File: src/rtl/sspram_param_if.sv
// Access bus of the parametrised single-port slice RAM: user side drives
// ce/we/ad/di, the RAM returns combinational f, registered q and busy.
interface sspram_param_if #(
    parameter int DATA_WIDTH = 2,
    parameter int ADDR_WIDTH = 4
);
    logic                  ce;
    logic                  we;
    logic [ADDR_WIDTH-1:0] ad;
    logic [DATA_WIDTH-1:0] di;
    logic [DATA_WIDTH-1:0] f;
    logic [DATA_WIDTH-1:0] q;
    logic                  busy;

    modport master (output ce, we, ad, di, input f, q, busy);
    modport slave  (input ce, we, ad, di, output f, q, busy);
endinterface

File: src/rtl/sspram_param.sv
// Parametrised single-port distributed RAM slice with a combinational read port,
// a pipelined registered read port and an optional clear-to-INITVAL sequencer.
module sspram_param #(
    parameter int                                DATA_WIDTH     = 2,
    parameter int                                ADDR_WIDTH     = 4,
    parameter logic [DATA_WIDTH*(2**ADDR_WIDTH)-1:0] INITVAL    = '0,
    parameter string                             WRITEMODE      = "NORMAL",
    parameter bit                                OUTREG         = 1'b0,
    parameter string                             REGSET         = "RESET",
    parameter bit                                CLEAR_ON_RESET = 1'b0
) (
    input  logic           clk,
    input  logic           lsr,
    sspram_param_if.slave  bus
);
    localparam int DEPTH = 2 ** ADDR_WIDTH;
    localparam logic [DATA_WIDTH-1:0]             REG_INIT   = (REGSET == "SET") ? '1 : '0;
    localparam logic [ADDR_WIDTH:0]               LAST_WORD  = (ADDR_WIDTH + 1)'(DEPTH - 1);
    localparam logic [DEPTH-1:0][DATA_WIDTH-1:0]  INIT_WORDS = INITVAL;

    typedef enum logic [1:0] {ST_RST, ST_CLR, ST_RDY} state_t;

    state_t                          state;
    logic                            busy_q;
    logic [ADDR_WIDTH:0]             cnt;
    logic [ADDR_WIDTH-1:0]           clr_ad;
    logic [DATA_WIDTH-1:0]           rd_word;
    logic [DATA_WIDTH-1:0]           r_q;
    logic [DATA_WIDTH-1:0]           q2_q;
    logic                            user_en;

    // NOTE: the array has no reset branch; it starts from INITVAL and LSR only
    // restarts the sequencer, so contents survive reset unless a clear runs.
    logic [DEPTH-1:0][DATA_WIDTH-1:0] mem = INITVAL;

    assign clr_ad  = cnt[ADDR_WIDTH-1:0];
    assign rd_word = mem[bus.ad];
    assign user_en = bus.ce && !busy_q;

    // Sequencer runs regardless of ce; the extra counter bit keeps it from wrapping.
    always_ff @(posedge clk or posedge lsr) begin
        if (lsr) begin
            state  <= ST_RST;
            busy_q <= 1'b1;
            cnt    <= '0;
        end else begin
            case (state)
                ST_RST: begin
                    if (CLEAR_ON_RESET) begin
                        state <= ST_CLR;
                    end else begin
                        state  <= ST_RDY;
                        busy_q <= 1'b0;
                    end
                end
                ST_CLR: begin
                    cnt <= cnt + 1'b1;
                    if (cnt == LAST_WORD) begin
                        state  <= ST_RDY;
                        busy_q <= 1'b0;
                    end
                end
                default: ;
            endcase
        end
    end

    always_ff @(posedge clk) begin
        if (state == ST_CLR) begin
            mem[clr_ad] <= INIT_WORDS[clr_ad];
        end else if (user_en && bus.we) begin
            mem[bus.ad] <= bus.di;
        end
    end

    // rd_word is the pre-edge contents, which is exactly what read-before-write needs.
    always_ff @(posedge clk or posedge lsr) begin
        if (lsr) begin
            r_q  <= REG_INIT;
            q2_q <= REG_INIT;
        end else if (user_en) begin
            q2_q <= r_q;
            if (!bus.we) begin
                r_q <= rd_word;
            end else if (WRITEMODE == "WRITETHROUGH") begin
                r_q <= bus.di;
            end else if (WRITEMODE == "READBEFOREWRITE") begin
                r_q <= rd_word;
            end
        end
    end

    assign bus.f    = rd_word;
    assign bus.q    = OUTREG ? q2_q : r_q;
    assign bus.busy = busy_q;
endmodule

File: src/flat_wrapper.sv
// flat-port wrapper written by rule: the top's interface ports become plain ports
module sspram_param_flat 
#(
    parameter int                                DATA_WIDTH     = 2,
    parameter int                                ADDR_WIDTH     = 4,
    parameter logic [DATA_WIDTH*(2**ADDR_WIDTH)-1:0] INITVAL    = '0,
    parameter string                             WRITEMODE      = "      ",
    parameter bit                                OUTREG         = 1'b0,
    parameter string                             REGSET         = "     ",
    parameter bit                                CLEAR_ON_RESET = 1'b0
)
  (clk, lsr, bus_ce, bus_we, bus_ad, bus_di, bus_f, bus_q, bus_busy);
  sspram_param_if #(.DATA_WIDTH(DATA_WIDTH), .ADDR_WIDTH(ADDR_WIDTH)) bus_i ();
  input  logic clk;
  input  logic lsr;
  input wire logic [$bits(bus_i.ce)-1:0] bus_ce;
  input wire logic [$bits(bus_i.we)-1:0] bus_we;
  input wire logic [$bits(bus_i.ad)-1:0] bus_ad;
  input wire logic [$bits(bus_i.di)-1:0] bus_di;
  output wire logic [$bits(bus_i.f)-1:0] bus_f;
  output wire logic [$bits(bus_i.q)-1:0] bus_q;
  output wire logic [$bits(bus_i.busy)-1:0] bus_busy;
  assign bus_i.ce = bus_ce;
  assign bus_i.we = bus_we;
  assign bus_i.ad = bus_ad;
  assign bus_i.di = bus_di;
  assign bus_f = bus_i.f;
  assign bus_q = bus_i.q;
  assign bus_busy = bus_i.busy;
  sspram_param #(.DATA_WIDTH(DATA_WIDTH), .ADDR_WIDTH(ADDR_WIDTH), .INITVAL(INITVAL), .WRITEMODE(WRITEMODE), .OUTREG(OUTREG), .REGSET(REGSET), .CLEAR_ON_RESET(CLEAR_ON_RESET)) u_core (.clk(clk), .lsr(lsr), .bus(bus_i));
endmodule
File: config.mk
export PLATFORM = sky130hd
export DESIGN_NAME = sspram_param_flat
export DESIGN_NICKNAME = d
export VERILOG_FILES = /design/src/rtl/sspram_param_if.sv /design/src/rtl/sspram_param.sv /design/src/flat_wrapper.sv
export SDC_FILE = /design/constraint.sdc
export NUM_CORES = 1
export LEC_CHECK = 0
export ABC_AREA = 0
export BUFFER_PORTS_ARGS = -buffer_cell sky130_fd_sc_hd__buf_2
export CAP_MARGIN = 10
export CORE_UTILIZATION = 41
export DETAILED_ROUTE_END_ITERATION = 8
export PLACE_DENSITY = 0.61
export RECOVER_POWER = 50
export SYNTH_ARGS = -nofsm -noshare
export SYNTH_HDL_FRONTEND = slang
export SYNTH_SLANG_ARGS = --single-unit
export TNS_END_PERCENT = 30
File: constraint.sdc
create_clock -name clk -period 3.81 [get_ports clk]
set_input_delay 0.1905 -clock clk [delete_from_list [all_inputs] [get_ports clk]]
set_output_delay 0.1905 -clock clk [all_outputs]
set_load 0.01 [all_outputs]
==> results.sh, run 1 <==
export IMPL_status="finished, final reports clean"
export IMPL_synth_nets=104
export IMPL_insertion_delay_ns=0.28
export IMPL_r2r_start="u_core.mem[8]$_DFFE_PP_"
export IMPL_drive_gt1_share_pct=21.4
export IMPL_viasPerCell=5.37
export IMPL_rsz0062_at_grt="false"
export IMPL_core_area_sq_um=3470
export IMPL_start_util_pct=44.2
export IMPL_grtUsageTotal_pct=15.6
export IMPL_cts_sinks=36
export IMPL_critPathSlowestCell="mux4_1"
export IMPL_slew_headroom_pct=54.8
export IMPL_hpwl_um=1830
export IMPL_final_util_pct=49.9
export IMPL_synth_top_area_share_pct=62.7
export IMPL_worstPathRequired_ns=3.62
export IMPL_antenna_found_initial=0
export IMPL_drv_slew=0
export IMPL_finalNetCount=121
export IMPL_synthMuxAreaShare_pct=16.2
export IMPL_ys_top_cells_by_area="edfxtp_1 63%, mux4_2 8.8%, dfrtp_1 4.9%"
export IMPL_fin_area_sq_um=1730
export IMPL_start_kind="flop"
export IMPL_dpl_cell_count=149
export IMPL_synth_cell_area_sq_um=1530
export IMPL_clk_pin_slew_ns=0.07
export IMPL_holdCritStartpoint="bus_we"
export IMPL_final_cells=158
export IMPL_cts_htree_levels=2
export IMPL_synth_compound_area_share_pct=1.47
export IMPL_fp_row_count=21
export IMPL_finalHoldViolCount=0
export IMPL_drtAntennaViolNets=0
export IMPL_critPathTopFamily="multiplexers"
export IMPL_cts_root_buf="clkbuf_8"
export IMPL_synth_edf_count=32
export IMPL_antennaDiodeCount=0
export IMPL_fp_dieW_um=63.1
export IMPL_dieArea_sq_um=3980
export IMPL_die_h_um=63.1
export IMPL_cts_setup_buffers=0
export IMPL_async_reset_ff_share_pct=11.1
export IMPL_hold_depth=4
export IMPL_tightest_slew_ns=0.678
export IMPL_dpl_cell_area_sq_um=1620
export IMPL_pin_count=15
export IMPL_crit_path_start="u_core.mem[8]$_DFFE_PP_"
export IMPL_cts_buffer_depth=2
export IMPL_syn_mean_instance_area_sq_um=16.3
export IMPL_grt_max_degree=17
export IMPL_finalCritPeriodShare_pct=50.0
export IMPL_grt_pass1_wl_um=4390
export IMPL_cap_viol_max_count=0
export IMPL_via_count=849
export IMPL_worstSetupEndpointType="primary output"
export IMPL_overflow=0
export IMPL_yosysMostFrequentCell="edfxtp_1"
export IMPL_cts_resized=0
export IMPL_io_buffer_count=14
export IMPL_ff2ff_path_depth=4
export IMPL_synth_common_cells="32 x edfxtp_1, 15 x nor2_1, 6 x mux2i_1, 6 x mux4_2, 6 x nand2_1"
export IMPL_synth_largest_area_cell="edfxtp_1"
export IMPL_firstDrtPassIters=4
export IMPL_cts_tree="yes"
export IMPL_dr_first_iter_drc_count=41
export IMPL_synthCells=94
export IMPL_crit_path_max_incr_delay_ns=0.52
export IMPL_ys_warn_count=0
export IMPL_ir_drop_mv=0.203
export IMPL_holdCritPathClass="input pin to flop"
export IMPL_clock_skew_ns=0.00357
export IMPL_ys_types=22
export IMPL_p_per_area_nw_per_um2=458
export IMPL_synth_seq_cells=36
export IMPL_ys_flop_type="edfxtp_1"
export IMPL_synth_simple_area_share_pct=9.89
export IMPL_crit_fanout=2
export IMPL_path_class="flop to primary output"
export IMPL_final_setup_viol_count=0
export IMPL_crit_chain="mux4_1 -> mux2i_1 -> mux2i_1 -> buf_2"
export IMPL_area_delta_synth_final_pct=12.9
export IMPL_timing_hold_ws_ns=0.304
export IMPL_path_depth=4
export IMPL_fin_crit_ns=1.90
export IMPL_drt_total_wl_um=2640
export IMPL_drc=0
export IMPL_cts_buffers=5
export IMPL_p_leak_nw=0.612
export IMPL_grt_pass1_vias=889
export IMPL_ys_seq_area_share_pct=69.4
export IMPL_critical_path_most_common_cell="mux2i_1"
export IMPL_wl_per_cell_um=16.7
export IMPL_synthAdderAreaFrac_pct=0
export IMPL_synth_xor_area_share_pct=0
export IMPL_gp_congestion=0.700
export IMPL_worstPathArrival_ns=1.71
export IMPL_critPathBufInv=1
export IMPL_max_freq_mhz=525
export IMPL_tns_ns=0
export IMPL_synth_top_family_by_area="multiplexers"
-- layer usage --
| layer | up-vias | part of all wire (%) | GRT usage (%) |
|---|---|---|---|
| li1 | 385 | - | - |
| met1 | 421 | 44 | 21.1 |
| met2 | 37 | 48 | 22.0 |
| met3 | 6 | 6.7 | 4.89 |
| met4 | 0 | 1.5 | 8.72 |
| met5 | - | 0 | 0 |
-- sequential cells by signal (all words and copies together) (netlist names) --
signal           cells
u_core.bus.busy      1
u_core.state         1
u_core.mem          32
u_core.bus.q         2
-- repair_timing --
item	4_1_cts	5_1_grt
hold buffers	1	0
setup endpoints to repair	0	0
hold endpoints to repair	4	0
-- cell type report --
type                    count  area, sq um
fillers                   312         1740
well taps                  46         57.6
flip-flops and latches     36         1060
multi-input cells          51          425
repair buffers             15         76.3
inverters                   2         7.51
clock buffers               8          100
-- worst min-delay path, delay by kind of cell --
family,cells,cell delay [ns]
buf+inv,1,0.11
simple gates,3,0.25
-- cells in the final DEF, fill, tap and decap left out --
cell           instances
edfxtp_1              32
nor2_1                15
buf_2                 11
clkbuf_8               7
mux4_2                 6
mux2i_1                6
nand2_1                6
nor3_1                 4
clkbuf_1               4
nand2b_1               3
dfrtp_1                3
inv_1                  2
mux4_1                 2
nand4_1                2
and2_1                 1
or3b_1                 1
or2_1                  1
o22ai_1                1
a21o_1                 1
o22a_1                 1
dlygate4sd3_1          1
dfstp_1                1
conb_1                 1
-- where the power goes --
group | switching (W) | internal [W] | leakage, nW | total, W
Combinational | 0.0000334 | 0.0000236 | 0.225 | 0.0000571
Sequential | 0.00000304 | 0.000438 | 0.335 | 0.000441
Clock | 0.000128 | 0.000165 | 0.0515 | 0.000293
-- logic make-up after synthesis --
| logic type | count (synthesis) |
|---|---|
| DFF | 36 |
| and+or+nand+nor | 33 |
| muxes | 14 |
| buffers and inverters | 7 |
| AOI/OAI and AO/OA | 3 |
| other | 1 |
-- worst paths after layout --
check                                         endpoint  slack [ns]
min                        u_core.bus.q[0]$_DFFE_PP0P_        0.30
min in group asynchronous  u_core.state[1]$_DFFE_PP0N_        0.32
min reg2reg                u_core.bus.q[0]$_DFFE_PP0P_        0.47
max                                           bus_f[0]        1.91
max reg2reg                u_core.bus.q[0]$_DFFE_PP0P_        2.30
max in group asynchronous  u_core.bus.busy$_DFFE_PP1N_        3.27
-- through the flow --
step	power (W)	setup slack (ns)
4_1_cts	0.000799	1.91
2_1_floorplan	0.000487	2.48
3_3_place_gp	0.000506	2.03
3_5_place_dp	0.000507	1.99
5_1_grt	0.000823	1.85
6_report	0.000791	1.91
Note: power is estimated with default switching activity, not from simulation.
==> run 2, diff against run 1 <==
--- a/config.mk
+++ b/config.mk
@@ -10,7 +10,7 @@
 export CAP_MARGIN = 10
 export CORE_UTILIZATION = 41
 export DETAILED_ROUTE_END_ITERATION = 8
-export PLACE_DENSITY = 0.61
+export PLACE_DENSITY = 0.63
 export RECOVER_POWER = 50
 export SYNTH_ARGS = -nofsm -noshare
 export SYNTH_HDL_FRONTEND = slang
==> constraint.sdc (replaced) <==
create_clock -name clk -period 1.7 [get_ports clk]
set_input_delay 0.085 -clock clk [delete_from_list [all_inputs] [get_ports clk]]
set_output_delay 0.085 -clock clk [all_outputs]
set_load 0.01 [all_outputs]
==> results.sh, run 2 (same netlist as run 1, synthesis figures left out) <==
export IMPL_finalCritPeriodShare_pct=101
export IMPL_gp_congestion=0.751
export IMPL_cap_viol_max_count=0
export IMPL_pin_count=15
export IMPL_hpwl_um=1840
export IMPL_drt_total_wl_um=2740
export IMPL_regMostFlops="u_core.mem"
export IMPL_fp_row_count=21
export IMPL_slew_headroom_pct=53.8
export IMPL_drive_gt1_share_pct=27.2
export IMPL_tightest_slew_ns=0.693
export IMPL_r2r_start="u_core.mem[17]$_DFFE_PP_"
export IMPL_dpl_cell_count=151
export IMPL_final_setup_viol_count=1
export IMPL_dieArea_sq_um=3980
export IMPL_finalHoldViolCount=0
export IMPL_firstDrtPassIters=4
export IMPL_cts_setup_buffers=0
export IMPL_reg2reg_slack_ns=0.22
export IMPL_clk_pin_slew_ns=0.07
export IMPL_via_count=857
export IMPL_cts_buffer_depth=2
export IMPL_tns_ns=-0.0147
export IMPL_worstSetupEndpointType="primary output"
export IMPL_rsz0062_at_grt="true"
export IMPL_fin_crit_ns=1.71
export IMPL_start_kind="flop"
export IMPL_area_delta_synth_final_pct=14.1
export IMPL_finalNetCount=123
export IMPL_drv_slew=0
export IMPL_cts_buffers=5
export IMPL_core_area_sq_um=3470
export IMPL_wl_per_cell_um=17.1
export IMPL_final_cells=160
export IMPL_place_ws_ns=0.125
export IMPL_p_leak_nw=0.607
export IMPL_largest_reg_flops=32
export IMPL_die_h_um=63.1
export IMPL_io_buffer_count=14
export IMPL_cts_tree="yes"
export IMPL_grtUsageTotal_pct=15.7
export IMPL_most_common_layout_cells="32 x edfxtp_1, 15 x nor2_1, 12 x buf_2, 8 x mux4_2"
export IMPL_p_per_area_nw_per_um2=998
export IMPL_fillers=313
export IMPL_status="finished with violations"
export IMPL_ir_drop_mv=0.512
export IMPL_grt_pass1_vias=889
export IMPL_viasPerCell=5.36
export IMPL_path_class="flop to primary output"
export IMPL_clock_skew_ns=0.00467
export IMPL_final_util_pct=50.4
export IMPL_grt_pass1_wl_um=4350
export IMPL_insertion_delay_ns=0.28
export IMPL_violations="negative setup slack"
export IMPL_max_freq_mhz=583
export IMPL_final_common_cell="edfxtp_1"
export IMPL_start_util_pct=44.2
export IMPL_worstPathArrival_ns=1.63
export IMPL_worstPathRequired_ns=1.62
export IMPL_fp_dieW_um=63.1
export IMPL_setup_ws_ns=-0.0147
export IMPL_grt_max_degree=17
export IMPL_cts_root_buf="clkbuf_8"
export IMPL_antenna_found_initial=0
export IMPL_drc=0
export IMPL_holdCritPathClass="input pin to asynchronous set/reset pin"
export IMPL_endpoint="bus_f[1]"
export IMPL_dr_first_iter_drc_count=39
export IMPL_overflow=0
export IMPL_ff2ff_path_depth=4
export IMPL_dpl_cell_area_sq_um=1640
export IMPL_crit_path_start="u_core.mem[17]$_DFFE_PP_"
export IMPL_drtAntennaViolNets=0
export IMPL_cts_htree_levels=2
export IMPL_fin_area_sq_um=1750
export IMPL_crit_fanout=2
export IMPL_cts_sinks=36
export IMPL_antennaDiodeCount=0
export IMPL_timing_rr_end="u_core.bus.q[1]$_DFFE_PP0P_"
-- run 2: per-stage QoR --
stage | hold WS [ns] | total power, W
CTS | 0.197 | 0.00175
global route | 0.221 | 0.00181
detailed placement | -0.0253 | 0.00114
finish | 0.216 | 0.00174
global placement | -0.0350 | 0.00114
floorplan | -0.150 | 0.00109
-- run 2: routing by layer --
layer  routed length [um]  vias up  GRT usage [%]
met5                    0        -              0
met4                   40        0           7.85
met3                  153        5           6.70
met2                 1310       31           23.9
met1                 1230      430           18.9
li1                     -      391              -
-- run 2: cell type report --
type                            count  area (sq um)  area share (%)
Sequential cell                    36          1060            60.8
Multi-Input combinational cell     51           438            25.1
Timing Repair Buffer               17          92.6            5.30
Clock buffer                        8          90.1            5.15
Tap cell                           46          57.6            3.29
Inverter                            2          7.51           0.429
-- run 2: worst max-delay path, cell delays in order, from the launching register on --
cell	delay (ns)
edfxtp_1	0.38
mux4_2	0.49
mux2i_2	0.22
mux2i_1	0.11
buf_2	0.15
-- run 2: worst min-delay path by stage --
stage	slack [ns]	to	cells past startpoint	startpoint
2_1_floorplan	-0.15	u_core.bus.q[0]$_DFFE_PP0P_	1	lsr
3_5_place_dp	-0.03	u_core.bus.q[0]$_DFFE_PP0P_	2	lsr
4_1_cts	0.20	u_core.mem[16]$_DFFE_PP_	1	bus_di[0]
5_1_grt	0.22	u_core.bus.q[0]$_DFFE_PP0P_	3	lsr
3_3_place_gp	-0.03	u_core.bus.q[1]$_DFFE_PP0P_	2	lsr
6_report	0.22	u_core.bus.q[0]$_DFFE_PP0P_	3	lsr
-- run 2: repair_timing --
action,in CTS,in global routing
resized for setup,4,2
cloned,0,0
setup endpoints to repair,2,2
pin swaps,0,0
hold buffers,1,0
endpoints found under the hold margin,4,0
-- run 2: report_power, final --
part	internal (W)	switching, W	leakage, nW
combinational	0.0000624	0.0000814	0.226
sequential	0.000982	0.00000638	0.335
clock	0.000330	0.000283	0.0455
